<file path="config.mk">
export PLATFORM = sky130hd
export DESIGN_NAME = i2s_mic_array
export DESIGN_NICKNAME = d
export VERILOG_FILES = /design/src/rtl/i2s_mic_array.sv
export SDC_FILE = /design/constraint.sdc
export NUM_CORES = 1
export LEC_CHECK = 0
export BUFFER_PORTS_ARGS = -buffer_cell sky130_fd_sc_hd__buf_2
export CAP_MARGIN = 20
export CORE_AREA = 2 2 122 184
export CTS_CLUSTER_SIZE = 8
export DETAILED_ROUTE_END_ITERATION = 12
export DIE_AREA = 0 0 124 186
export PLACE_DENSITY = 0.74
export SYNTH_ARGS = -nofsm -noshare
export SYNTH_HDL_FRONTEND = slang
export SYNTH_SLANG_ARGS = --single-unit
export TNS_END_PERCENT = 30
</file>
<file path="constraint.sdc">
create_clock -name clk -period 3.5 [get_ports clk]
set_input_delay 0.7 -clock clk [delete_from_list [all_inputs] [get_ports clk]]
set_output_delay 0.7 -clock clk [all_outputs]
set_load 0.02 [all_outputs]
</file>
<file path="src/rtl/i2s_mic_array.sv">
// rtl/i2s_mic_array.sv - I2S master receiver for a microphone array with Avalon-MM registers
// Generates sck/ws, shifts in 2*NUM_SD channels per frame and snapshots them at frame end.
module i2s_mic_array #(
  parameter int NUM_SD   = 2,
  parameter int SAMPLE_W = 24,
  parameter int SCK_DIV  = 16
) (
  input  logic              clk,
  input  logic              reset,
  input  logic              chipselect,
  input  logic              read,
  input  logic              write,
  input  logic [3:0]        address,
  input  logic [31:0]       writedata,
  input  logic [NUM_SD-1:0] sd,
  output logic              sck,
  output logic              ws,
  output logic [31:0]       readdata,
  output logic              irq
);
  localparam int NCH   = 2 * NUM_SD;
  localparam int DIV_W = $clog2(SCK_DIV);

  logic [DIV_W-1:0]    r_div_cnt;
  logic [5:0]          r_bit_cnt;
  logic                r_sck;
  logic                r_enable;
  logic                r_irq_en;
  logic [NUM_SD-1:0]   r_sd_meta;
  logic [NUM_SD-1:0]   r_sd_sync;
  logic [SAMPLE_W-1:0] r_shift_l [NUM_SD];
  logic [SAMPLE_W-1:0] r_shift_r [NUM_SD];
  logic [SAMPLE_W-1:0] r_sample  [NCH];
  logic                r_valid;
  logic                r_overrun;
  logic [31:0]         r_frame_cnt;
  logic [31:0]         r_readdata;
  logic                r_irq;

  logic        w_rise;
  logic        w_fall;
  logic        w_frame_end;
  logic        w_slot_hit;
  logic        w_status_rd;
  logic        w_ctrl_wr;
  logic [31:0] w_slot;
  logic [31:0] w_rd_mux;
  logic [31:0] w_ext [NCH];
  logic        w_unused;

  assign w_rise      = r_enable && (r_div_cnt == DIV_W'(SCK_DIV / 2 - 1));
  assign w_fall      = r_enable && (r_div_cnt == DIV_W'(SCK_DIV - 1));
  assign w_frame_end = w_fall && (r_bit_cnt == 6'd63);
  // Slot 0 of each half-frame is the I2S one-bit delay; slots past SAMPLE_W are padding.
  assign w_slot      = {27'd0, r_bit_cnt[4:0]};
  assign w_slot_hit  = w_rise && (w_slot >= 32'd1) && (w_slot <= 32'(SAMPLE_W));
  assign w_status_rd = chipselect && read && (address == 4'd8);
  assign w_ctrl_wr   = chipselect && write && (address == 4'd10);
  assign w_unused    = ^writedata[31:2];

  assign sck      = r_sck;
  assign ws       = r_bit_cnt[5];
  assign readdata = r_readdata;
  assign irq      = r_irq;

  always_ff @(posedge clk) begin
    if (!reset) begin
      r_enable  <= 1'b0;
      r_irq_en  <= 1'b0;
      r_div_cnt <= '0;
      r_bit_cnt <= '0;
      r_sck     <= 1'b0;
    end else begin
      if (w_ctrl_wr) begin
        r_enable <= writedata[0];
        r_irq_en <= writedata[1];
      end
      if (!r_enable) begin
        r_div_cnt <= '0;
        r_bit_cnt <= '0;
        r_sck     <= 1'b0;
      end else begin
        r_div_cnt <= w_fall ? '0 : r_div_cnt + 1'b1;
        if (w_rise)      r_sck <= 1'b1;
        else if (w_fall) r_sck <= 1'b0;
        if (w_fall) r_bit_cnt <= r_bit_cnt + 6'd1;
      end
    end
  end

  always_ff @(posedge clk) begin
    if (!reset) begin
      r_sd_meta <= '0;
      r_sd_sync <= '0;
      for (int k = 0; k < NUM_SD; k++) begin
        r_shift_l[k] <= '0;
        r_shift_r[k] <= '0;
      end
      for (int c = 0; c < NCH; c++) r_sample[c] <= '0;
    end else begin
      r_sd_meta <= sd;
      r_sd_sync <= r_sd_meta;
      for (int k = 0; k < NUM_SD; k++) begin
        if (!r_enable) begin
          r_shift_l[k] <= '0;
          r_shift_r[k] <= '0;
        end else if (w_slot_hit && !r_bit_cnt[5]) begin
          r_shift_l[k] <= {r_shift_l[k][SAMPLE_W-2:0], r_sd_sync[k]};
        end else if (w_slot_hit) begin
          r_shift_r[k] <= {r_shift_r[k][SAMPLE_W-2:0], r_sd_sync[k]};
        end
        if (w_frame_end) begin
          r_sample[2*k]   <= r_shift_l[k];
          r_sample[2*k+1] <= r_shift_r[k];
        end
      end
    end
  end

  always_comb begin
    for (int c = 0; c < NCH; c++) w_ext[c] = 32'($signed(r_sample[c]));
  end

  always_comb begin
    w_rd_mux = 32'd0;
    for (int c = 0; c < NCH; c++) begin
      if (address == 4'(c)) w_rd_mux = w_ext[c];
    end
    case (address)
      4'd8:    w_rd_mux = {30'd0, r_overrun, r_valid};
      4'd9:    w_rd_mux = r_frame_cnt;
      4'd10:   w_rd_mux = {30'd0, r_irq_en, r_enable};
      default: ;
    endcase
  end

  // A frame end in the same cycle as a STATUS read wins for valid and leaves overrun clear.
  always_ff @(posedge clk) begin
    if (!reset) begin
      r_valid     <= 1'b0;
      r_overrun   <= 1'b0;
      r_frame_cnt <= '0;
      r_irq       <= 1'b0;
      r_readdata  <= '0;
    end else begin
      if (w_frame_end)      r_valid <= 1'b1;
      else if (w_status_rd) r_valid <= 1'b0;
      if (w_status_rd)                  r_overrun <= 1'b0;
      else if (w_frame_end && r_valid)  r_overrun <= 1'b1;
      if (w_frame_end) r_frame_cnt <= r_frame_cnt + 32'd1;
      r_irq <= r_irq_en && r_valid;
      if (chipselect && read) r_readdata <= w_rd_mux;
    end
  end

endmodule

</file>
After elaboration in Yosys (flattened, before gate mapping):

Memories as Yosys holds them, arrays and structs flattened.
Index checks and enable logic that the tools add are counted.

* mux-type cells: 37
* add/subtract/negate cells: 3
* equal/unequal tests: 9
* $lt $le $gt $ge: 2
* bitwise logic cells: 14
* reductions and logical operators: 19

Operators by type and width (count)
* two-way mux 24 bit: 12
* two-way mux 32 bit: 4
* one-hot mux 32 bit (3 select lines): 1
* adder 32 x 1 -> 32 bit, second input constant: 1
* two-way mux 1 bit: 20
* equality test 4 bit, second input constant: 4
* logical AND 1 bit: 12
* bitwise OR 1 bit: 12
* equality test 4 x 2 -> 1 bit, second input constant: 2
* adder 6 x 1 -> 6 bit, second input constant: 1
* equality test 6 bit, second input constant: 1
* >= comparator 5 x 1 -> 1 bit, second input constant: 1
* less-or-equal comparator 5 bit, second input constant: 1
* adder 4 x 1 -> 4 bit, second input constant: 1
* equality test 4 x 1 -> 1 bit, second input constant: 1
* equality test 4 x 3 -> 1 bit, second input constant: 1
* zero test 4 bit: 1
* nonzero test 2 bit: 2
* OR reduction 3 bit: 1
* inverter 1 bit: 2
* AND reduction 2 bit: 1
* OR reduction 2 bit: 1
* zero test 1 bit: 1

* RAM bits: 192
* input bits: 43
* memories kept: 3
* output and inout bits: 35
* register bits after elaboration: 84

Memory list
* r_sample: depth 4, width 24, read ports 4, clocked after memory_dff 0, write ports 4, RTL line 33 `logic [SAMPLE_W-1:0] r_sample [NCH];`
* r_shift_l: depth 2, width 24, read ports 2, clocked after memory_dff 0, write ports 2, RTL line 31 `logic [SAMPLE_W-1:0] r_shift_l [NUM_SD];`
* r_shift_r: depth 2, width 24, read ports 2, clocked after memory_dff 0, write ports 2, RTL line 32 `logic [SAMPLE_W-1:0] r_shift_r [NUM_SD];`

Logic depth before layout (Yosys ltp):

Gate-level depths: netlist of the first run.

* depth after elaboration: 10
* depth in mapped cells: 8

Worst setup path after synthesis of the first run:

No wires, ideal clock.

* path type: register to register
* from: register r_div_cnt[0]
* to: memory r_sample[0][0], enable pin
* slack: -0.284 ns
* required time: 2.602 ns
* buffers on the path: 2
* stages on the path, launching flop included: 7
* arrival: 2.887 ns
* cells stage by stage: dfxtp_1 ha_1 and3_1 buf_2 nand4_1 clkbuf_1 nand2_1

RTL lines
* start, declared: RTL line 24 `logic [DIV_W-1:0] r_div_cnt;`
* start signal, assigned: RTL line 83 `r_div_cnt <= w_fall ? '0 : r_div_cnt + 1'b1;`
* end, declared: RTL line 33

==> reports/results.ini, run 1 <==
[logic_synthesis]
ys_ff_latch=276
synthArstFlopShare=0
synth.distinct_cells=46
synth_edf_count=192
netlist_top_cells_area=edfxtp_1 50%, dfxtp_1 15%, and2_1 11%
synthFlopType=edfxtp_1
syn_area_per_cell_um2=12.5
netlist_area_mm2=0.0114
synth_nets=959
synth_top_area_frac=0.505
synth_top_cell_by_area=edfxtp_1
synth-seq-area-share=0.652
netlist_instances=911
yosysWarnings=0

[clocking]
cts_root_buffer=clkbuf_16
clk_pin_slew_ns=0.05
ctsResizeCount=0
clock_sinks=276
clock_latency_ns=0.51
h-tree-depth=2
hold_buffers=0
cts_tree=yes
post_cts_buffers=0
numCtsBuffers=40
clock_path_buffers=3

[route]
via_count=7086
drt-initial-drc-count=621
ant_nets=0
wl_per_cell_um=17.7
first_pass_iters=6
avgViaCountPerCell=5.69
wl_um=22000
drc=0

[grt]
grt_overflow=0
grt_max_degree=97
grt_pass1_vias=6802
antenna_found_initial=0
grt_pass1_wl_um=35500
track_usage=0.197

[run_status]
status=completed

[sta]
period_minus_slack_ns=2.82
fin_crit_sh=0.807
rsz0062_at_grt=no
fin_tns_setup_ns=0
relSlewSlack=0.311
setup_viol=0
hold_viol_final=0
final-max-slew-violation-count=0
fmax_mhz=354
worst_pin_slew_ns=1.03
skew_ns=0.0141

[die]
core_area_mm2=0.0215
fp.dieW_um=124
die_area_mm2=0.0231
ios=78
num_rows=66
die_height_um=186
start_util=0.532

[pwr]
vdd_drop_max_mv=0.289
internal_power_uw=5800
finalPower_uw=7270
power_density_mw_per_mm2=556
p_clk_frac=0.473
p_seq_frac=0.493
p_leak_uw=0.00497
swShare=0.202
combPwrFrac=0.034
switchingPower_uw=1470

[final_layout]
seqCellArea_mm2=0.00745
drive_gt1_frac=0.129
multiInputGateArea_mm2=0.00375
fillerInstances=1630
syn_to_final_growth_pct=14.5
antennaDiodeCount=0
nets=1004

[setup_path]
cp.required_ns=3.67
endpoint_kind=register
critPathArrivalTime_ns=2.99
r2r_start=r_bit_cnt[1]
crit_fanout=49
crit_type=register to register
worstSetupStartpointType=register
crit_start=r_bit_cnt[1]

[place]
dp_hpwl_um=13800
gp_congestion=0.838
numPortBuffers=47

[worst_hold_path]
hold_path.class=input pin to register
min_from=sd[0]

[job]
maxCapViolations=0

==> metal layers <==
metal  vias to the layer above  GRT usage  wire [um]  part of all wire
met1                      3473      0.251       9420              0.43
met5                         -          0          0                 0
li1                       3420          -          -                 -
met3                        45     0.0309        883             0.040
met2                       148      0.339      11100              0.51
met4                         0     0.0710        590             0.027
==> flip-flops by register name (all words and copies together) (netlist names), 2 cells and up <==
| register | flops |
|---|---|
| r_shift_r | 48 |
| r_bit_cnt | 6 |
| r_sd_sync | 2 |
| r_sample | 96 |
| r_div_cnt | 4 |
| r_frame_cnt | 32 |
| r_sd_meta | 2 |
| r_shift_l | 48 |
| readdata | 32 |
==> final timing paths <==
kind,slack (ns),cells past startpoint,to
setup / recovery,0.68,7,r_shift_l[0][14]
hold / removal,0.41,2,r_sd_meta[0]
setup reg to reg,0.68,7,r_shift_l[0][14]
hold reg to reg,0.42,1,r_sd_sync[0]
==> per-stage QoR <==
stage               worst slack (ns)  hold slack, ns   util  instance area [um^2]  instances
finish                         0.675           0.411  0.609                 13100       1246
global route                   0.496           0.417  0.609                 13100       1246
CTS                            0.668           0.398  0.609                 13100       1246
detailed placement             0.682           0.419  0.557                 12000       1186
global placement               0.761           0.414  0.557                 12000       1186
floorplan                      0.673           0.412      -                 11400        911
==> cells in the final DEF (no fill, tap or decap), types with 7 or more instances in the layout <==
cell type / count
and3_1: 7
or4_1: 17
or3_1: 13
mux2i_1: 23
nand4_1: 10
o211a_1: 8
a2bb2oi_1: 8
and2_1: 198
buf_4: 14
o2bb2ai_1: 8
nand3_1: 15
clkbuf_16: 40
a21oi_1: 52
o21ai_0: 45
a221oi_1: 13
clkbuf_1: 17
inv_1: 10
o31ai_1: 15
a222oi_1: 8
dfxtp_1: 84
edfxtp_1: 192
nor2_1: 23
nand2_1: 39
buf_2: 47
==> power by group through the flow <==
stage / Clock [uW] / Combinational [uW] / Sequential [uW]
4_1_cts: 3500 / 252 / 3590
5_1_grt: 3650 / 274 / 3590
6_report: 3440 / 250 / 3590
2_1_floorplan: 0 / 136 / 3670
3_3_place_gp: 0 / 249 / 3640
3_5_place_dp: 0 / 251 / 3650
==> layout make-up <==
class | count | area share
clock buffer | 57 | 0.0814
clock inverter | 3 | 0.00421
inverter | 10 | 0.00287
multi-input combinational | 565 | 0.287
sequential | 276 | 0.570
tap | 272 | 0.0260
timing repair buffer | 63 | 0.0291
==> critical path, stage by stage, from the launching register on <==
cell and delay, ns:
dfxtp_1 0.40, inv_1 0.09, ha_1 0.18, or4_1 0.40
nor3_1 0.42, nor4_2 0.13, buf_4 0.28, or2_2 0.58
==> kinds of logic after synthesis <==
logic type | synth area share
simple gates | 0.184
compound gates | 0.0956
mux | 0.0340
flops | 0.652
buf+inv | 0.0238
fa+ha+maj | 0.00548
xor+xnor | 0.00537
==> synthesized netlist by cell type (10+ instances only) <==
| cell | n |
|---|---|
| and2_1 | 198 |
| edfxtp_1 | 192 |
| dfxtp_1 | 84 |
| clkbuf_1 | 54 |
| a21oi_1 | 52 |
| o21ai_0 | 45 |
| nand2_1 | 40 |
| nor2_1 | 24 |
| mux2i_1 | 23 |
| or4_1 | 17 |
| nand3_1 | 15 |
| o31ai_1 | 15 |
| a221oi_1 | 13 |
| or3_1 | 13 |
| inv_1 | 10 |
| nand4_1 | 10 |
Power figures use the tool's default switching activity.
==> run 2, diff against run 1 <==
==> constraint.sdc (replaced) <==
create_clock -name clk -period 2.3 [get_ports clk]
set_input_delay 0.46 -clock clk [delete_from_list [all_inputs] [get_ports clk]]
set_output_delay 0.46 -clock clk [all_outputs]
set_load 0.02 [all_outputs]
==> reports/results.ini, run 2 (same netlist as run 1, synthesis figures left out) <==
[route]
first_pass_iters=6  ; unchanged
avgViaCountPerCell=5.69  ; +0.14%
wl_um=22500  ; +2.3%
ant_nets=0  ; unchanged
wl_per_cell_um=17.8  ; +0.79%
drc=0  ; unchanged
drt-initial-drc-count=581  ; -6.4%
via_count=7204  ; +1.7%

[setup_path]
reg2reg_depth=8  ; +1
crit_end=r_shift_l[1][6]
regToRegSetupSlack_ns=0.16  ; -0.51 ns
cp.required_ns=2.55  ; -1.12 ns
worstSetupStartpointType=register
crit_type=register to register
r2r_start=r_bit_cnt[1]
critPathArrivalTime_ns=2.39  ; -0.60 ns
endpoint_kind=register
crit_fanout=24  ; -51%
reg2reg_to=r_shift_l[1][6]
crit_start=r_bit_cnt[1]

[place]
gp_congestion=0.848  ; +1.2%
dp_hpwl_um=14500  ; +5.3%
dp_slack_ns=0.130  ; -0.552 ns
numPortBuffers=47  ; unchanged

[sta]
hold_slack_ns=0.159  ; -0.252 ns
final-max-slew-violation-count=0  ; unchanged
period_minus_slack_ns=2.14  ; -0.689 ns
skew_ns=0.0132  ; -0.000907 ns
rsz0062_at_grt=no
setup_viol=0  ; unchanged
relSlewSlack=0.303  ; -0.00729
fin_tns_setup_ns=0  ; unchanged
worst_pin_slew_ns=1.04  ; +0.00708 ns
hold_viol_final=0  ; unchanged
fin_crit_sh=0.928  ; +0.121
setup_ws_ns=0.165  ; -0.511 ns
fmax_mhz=468  ; +32%

[worst_hold_path]
hold_path.class=input pin to register

[clocking]
numCtsBuffers=40  ; unchanged
clock_sinks=276  ; unchanged
post_cts_buffers=0  ; unchanged
clock_path_buffers=3  ; unchanged
clk_pin_slew_ns=0.05  ; about the same
clock_latency_ns=0.51  ; about the same
h-tree-depth=2  ; unchanged
hold_buffers=0  ; unchanged
cts_tree=yes
ctsResizeCount=0  ; unchanged
cts_root_buffer=clkbuf_16

[die]
core_area_mm2=0.0215  ; unchanged
die_height_um=186  ; unchanged
ios=78  ; unchanged
fp.dieW_um=124  ; unchanged
num_rows=66  ; unchanged
die_area_mm2=0.0231  ; unchanged
start_util=0.532  ; unchanged

[final_layout]
mostFrequentLayoutCells=198 x and2_1, 192 x edfxtp_1, 83 x dfxtp_1, 52 x a21oi_1, 47 x buf_2
drive_gt1_frac=0.149  ; +0.0197
final_common_cell=and2_1
top_register=r_sample
nets=1024  ; +2.0%
syn_to_final_growth_pct=17.2
reg.largest.list=r_sample: 96 flops, r_shift_l: 48 flops, r_shift_r: 48 flops
antennaDiodeCount=0  ; unchanged
largest_reg_flops=96  ; unchanged

[grt]
grt_pass1_wl_um=36300  ; +2.2%
grt_overflow=0  ; unchanged
grt_pass1_vias=7055  ; +3.7%
antenna_found_initial=0  ; unchanged
grt_max_degree=97  ; unchanged
track_usage=0.202  ; +0.00495

[pwr]
vdd_drop_max_mv=0.468  ; +62%
finalPower_uw=11200  ; +54%
power_density_mw_per_mm2=839  ; +51%
p_leak_uw=0.00513  ; +3.2%

[run_status]
status=completed

[job]
maxCapViolations=0  ; unchanged

==> run 2: cell count changes in the layout (fill, tap and decap cells not counted) <==
cell	delta
buf_4	+10
clkbuf_16	+2
nand2_8	+1
inv_6	-1
dfxtp_1	-1
nand2_4	-1
buf_6	+1
clkbuf_1	-2
dfxtp_2	+1
buf_12	+9
==> run 2: final cells by class <==
class,count,area (um^2)
Fill cell,1598,8080
Sequential cell,276,7450
Multi-Input combinational cell,565,3760
Clock buffer,57,1110
Timing Repair Buffer,83,647
Tap cell,272,340
Clock inverter,2,46.3
Inverter,10,37.5
==> run 2: critical path, stage by stage, from the launching register on <==
cell	delay, ns
dfxtp_2	0.36
inv_1	0.07
ha_1	0.17
or4_1	0.39
nor3_1	0.18
buf_4	0.17
nor4_2	0.06
or2_2	0.30
buf_12	0.17
==> run 2: metal layers <==
layer | global-route usage | routed length [um] | up-vias
met5 | 0 | 0 | -
met4 | 0.0858 | 725 | 0
met3 | 0.0352 | 899 | 55
met2 | 0.359 | 11800 | 186
met1 | 0.238 | 9130 | 3488
li1 | - | - | 3475
==> run 2: how the worst min path moves through the flow <==
stage | start | to | slack (ns) | depth (start not counted)
2_1_floorplan | r_sd_meta[0] | r_sd_sync[0] | 0.41 | 1
4_1_cts | sd[1] | r_sd_meta[1] | 0.14 | 2
5_1_grt | sd[1] | r_sd_meta[1] | 0.15 | 2
3_5_place_dp | r_sd_meta[0] | r_sd_sync[0] | 0.42 | 1
6_report | sd[1] | r_sd_meta[1] | 0.16 | 2
3_3_place_gp | r_sd_meta[1] | r_sd_sync[1] | 0.42 | 1
==> run 2: metrics by stage <==
stage / std cells / cell area, um^2 / utilization
floorplan: 911 / 11400 / -
global placement: 1206 / 12200 / 0.570
detailed placement: 1206 / 12200 / 0.570
CTS: 1265 / 13400 / 0.623
global route: 1265 / 13400 / 0.623
finish: 1265 / 13400 / 0.623
==> run 2: power by group <==
| group | switching (uW) | internal [uW] |
|---|---|---|
| Sequential | 44.7 | 5410 |
| Combinational | 251 | 147 |
| Clock | 1980 | 3400 |
==> run 3, diff against run 2 <==
--- a/config.mk
+++ b/config.mk
@@ -12,6 +12,7 @@
 export DETAILED_ROUTE_END_ITERATION = 12
 export DIE_AREA = 0 0 124 186
 export PLACE_DENSITY = 0.74
+export RECOVER_POWER = 50
 export SYNTH_ARGS = -nofsm -noshare
 export SYNTH_HDL_FRONTEND = slang
 export SYNTH_SLANG_ARGS = --single-unit
==> reports/results.ini, run 3 (same netlist as run 1, synthesis figures left out) <==
[pwr]
p_leak_uw=0.00493  ; -3.8%
power_density_mw_per_mm2=844  ; +0.62%
vdd_drop_max_mv=0.471  ; +0.67%

[clocking]
clock_sinks=276  ; unchanged
cts_root_buffer=clkbuf_16
ctsResizeCount=0  ; unchanged
clk_pin_slew_ns=0.05  ; about the same
hold_buffers=0  ; unchanged
clock_path_buffers=3  ; unchanged
post_cts_buffers=0  ; unchanged
h-tree-depth=2  ; unchanged
numCtsBuffers=40  ; unchanged
clock_latency_ns=0.51  ; about the same
cts_tree=yes

[setup_path]
crit_fanout=24  ; unchanged
worstSetupStartpointType=register
critPathArrivalTime_ns=2.35  ; -0.04 ns
cp.required_ns=2.50  ; -0.05 ns
endpoint_kind=register
crit_type=register to register

[grt]
grt_pass1_vias=7055  ; unchanged
met2_usage=0.359  ; unchanged
antenna_found_initial=0  ; unchanged
grtUsageMet1=0.238  ; unchanged
grt_overflow=0  ; unchanged
use_met3=0.0352  ; unchanged
grt_max_degree=97  ; unchanged
top_usage_layer=met2
track_usage=0.202  ; unchanged
grt_pass1_wl_um=36300  ; unchanged

[route]
avgViaCountPerCell=5.73  ; +0.54%
drc=0  ; unchanged
first_pass_iters=5  ; -1
ant_nets=0  ; unchanged
wl_um=22600  ; +0.48%
wl_per_cell_um=17.9  ; +0.48%
via_count=7243  ; +0.54%
drt-initial-drc-count=575  ; -1.0%

[sta]
hold_viol_final=0  ; unchanged
relSlewSlack=0.182  ; -0.121
fin_crit_sh=0.936  ; +0.00745
fmax_mhz=465  ; -0.80%
setup_ws_ns=0.147  ; -0.0171 ns
rsz0062_at_grt=no
setup_viol=0  ; unchanged
fin_tns_setup_ns=0  ; unchanged
period_minus_slack_ns=2.15  ; +0.0171 ns
worst_pin_slew_ns=1.23  ; +0.186 ns
final-max-slew-violation-count=0  ; unchanged
skew_ns=0.0125  ; -0.000785 ns

[place]
dp_slack_ns=0.130  ; unchanged
dpl_cell_area_mm2=0.0122  ; unchanged
dp_hpwl_um=14500  ; unchanged
gp_congestion=0.848  ; unchanged
numPortBuffers=47  ; unchanged

[die]
die_area_mm2=0.0231  ; unchanged
ios=78  ; unchanged
fp.dieW_um=124  ; unchanged
num_rows=66  ; unchanged
die_height_um=186  ; unchanged
core_area_mm2=0.0215  ; unchanged
start_util=0.532  ; unchanged

[final_layout]
mostFrequentLayoutCells=192 x edfxtp_1, 165 x and2_1, 83 x dfxtp_1, 54 x clkbuf_1, 52 x a21oi_1
final_design_area_no_fill_mm2=0.0133  ; -0.67%
nets=1024  ; unchanged
fillerInstances=1638  ; +2.5%
antennaDiodeCount=0  ; unchanged
drive_gt1_frac=0.107  ; -0.0423
largest_reg_flops=96  ; unchanged
syn_to_final_growth_pct=16.4
reg.largest.list=r_sample: 96 flops, r_shift_l: 48 flops, r_shift_r: 48 flops
top_register=r_sample
final_common_cell=edfxtp_1

[run_status]
status=completed

[job]
maxCapViolations=0  ; unchanged

[worst_hold_path]
hold_path.class=input pin to register

run 3: final timing paths:
| check | start | endpoint | slack [ns] | depth (start not counted) |
|---|---|---|---|---|
| worst min-delay path | sd[1] | r_sd_meta[1] | 0.16 | 2 |
| worst min register to register | r_sd_meta[0] | r_sd_sync[0] | 0.43 | 1 |
| worst max-delay path | r_bit_cnt[1] | r_shift_r[0][7] | 0.15 | 8 |
| worst max register to register | r_bit_cnt[1] | r_shift_r[0][7] | 0.15 | 8 |
run 3: final cells by class:
type	count	area, um^2	share of cell area
tap	272	340	0.0256
inverter	10	37.5	0.00282
clock inverter	2	46.3	0.00348
sequential	276	7450	0.560
timing repair buffer	83	576	0.0433
clock buffer	57	1110	0.0833
multi-input combinational	565	3740	0.281
run 3: critical path, stage by stage (launching register included):
cell      delay [ns]
dfxtp_2         0.36
inv_1           0.07
ha_1            0.17
or4_1           0.39
nor3_1          0.18
buf_4           0.16
nor2_1          0.05
a21o_1          0.17
clkbuf_4        0.28
run 3: per-layer routing:
| layer | vias up | wire length [um] |
|---|---|---|
| met4 | 0 | 725 |
| met3 | 55 | 977 |
| met5 | - | 0 |
| met1 | 3524 | 9110 |
| met2 | 190 | 11800 |
| li1 | 3474 | - |
run 3: power breakdown:
part	leakage, uW	switching (uW)	internal (uW)
combinational	0.00160	253	136
sequential	0.00278	45.8	5410
clock	0.000556	1980	3400
run 3: through the flow:
step                hold slack (ns)  instances  total power, uW  utilization
finish                        0.156       1265            11200        0.619
detailed placement            0.422       1206             5950        0.570
global placement              0.417       1206             5940        0.570
CTS                           0.140       1265            11300        0.623
global route                  0.146       1265            11600        0.619
floorplan                     0.412        911             5790            -
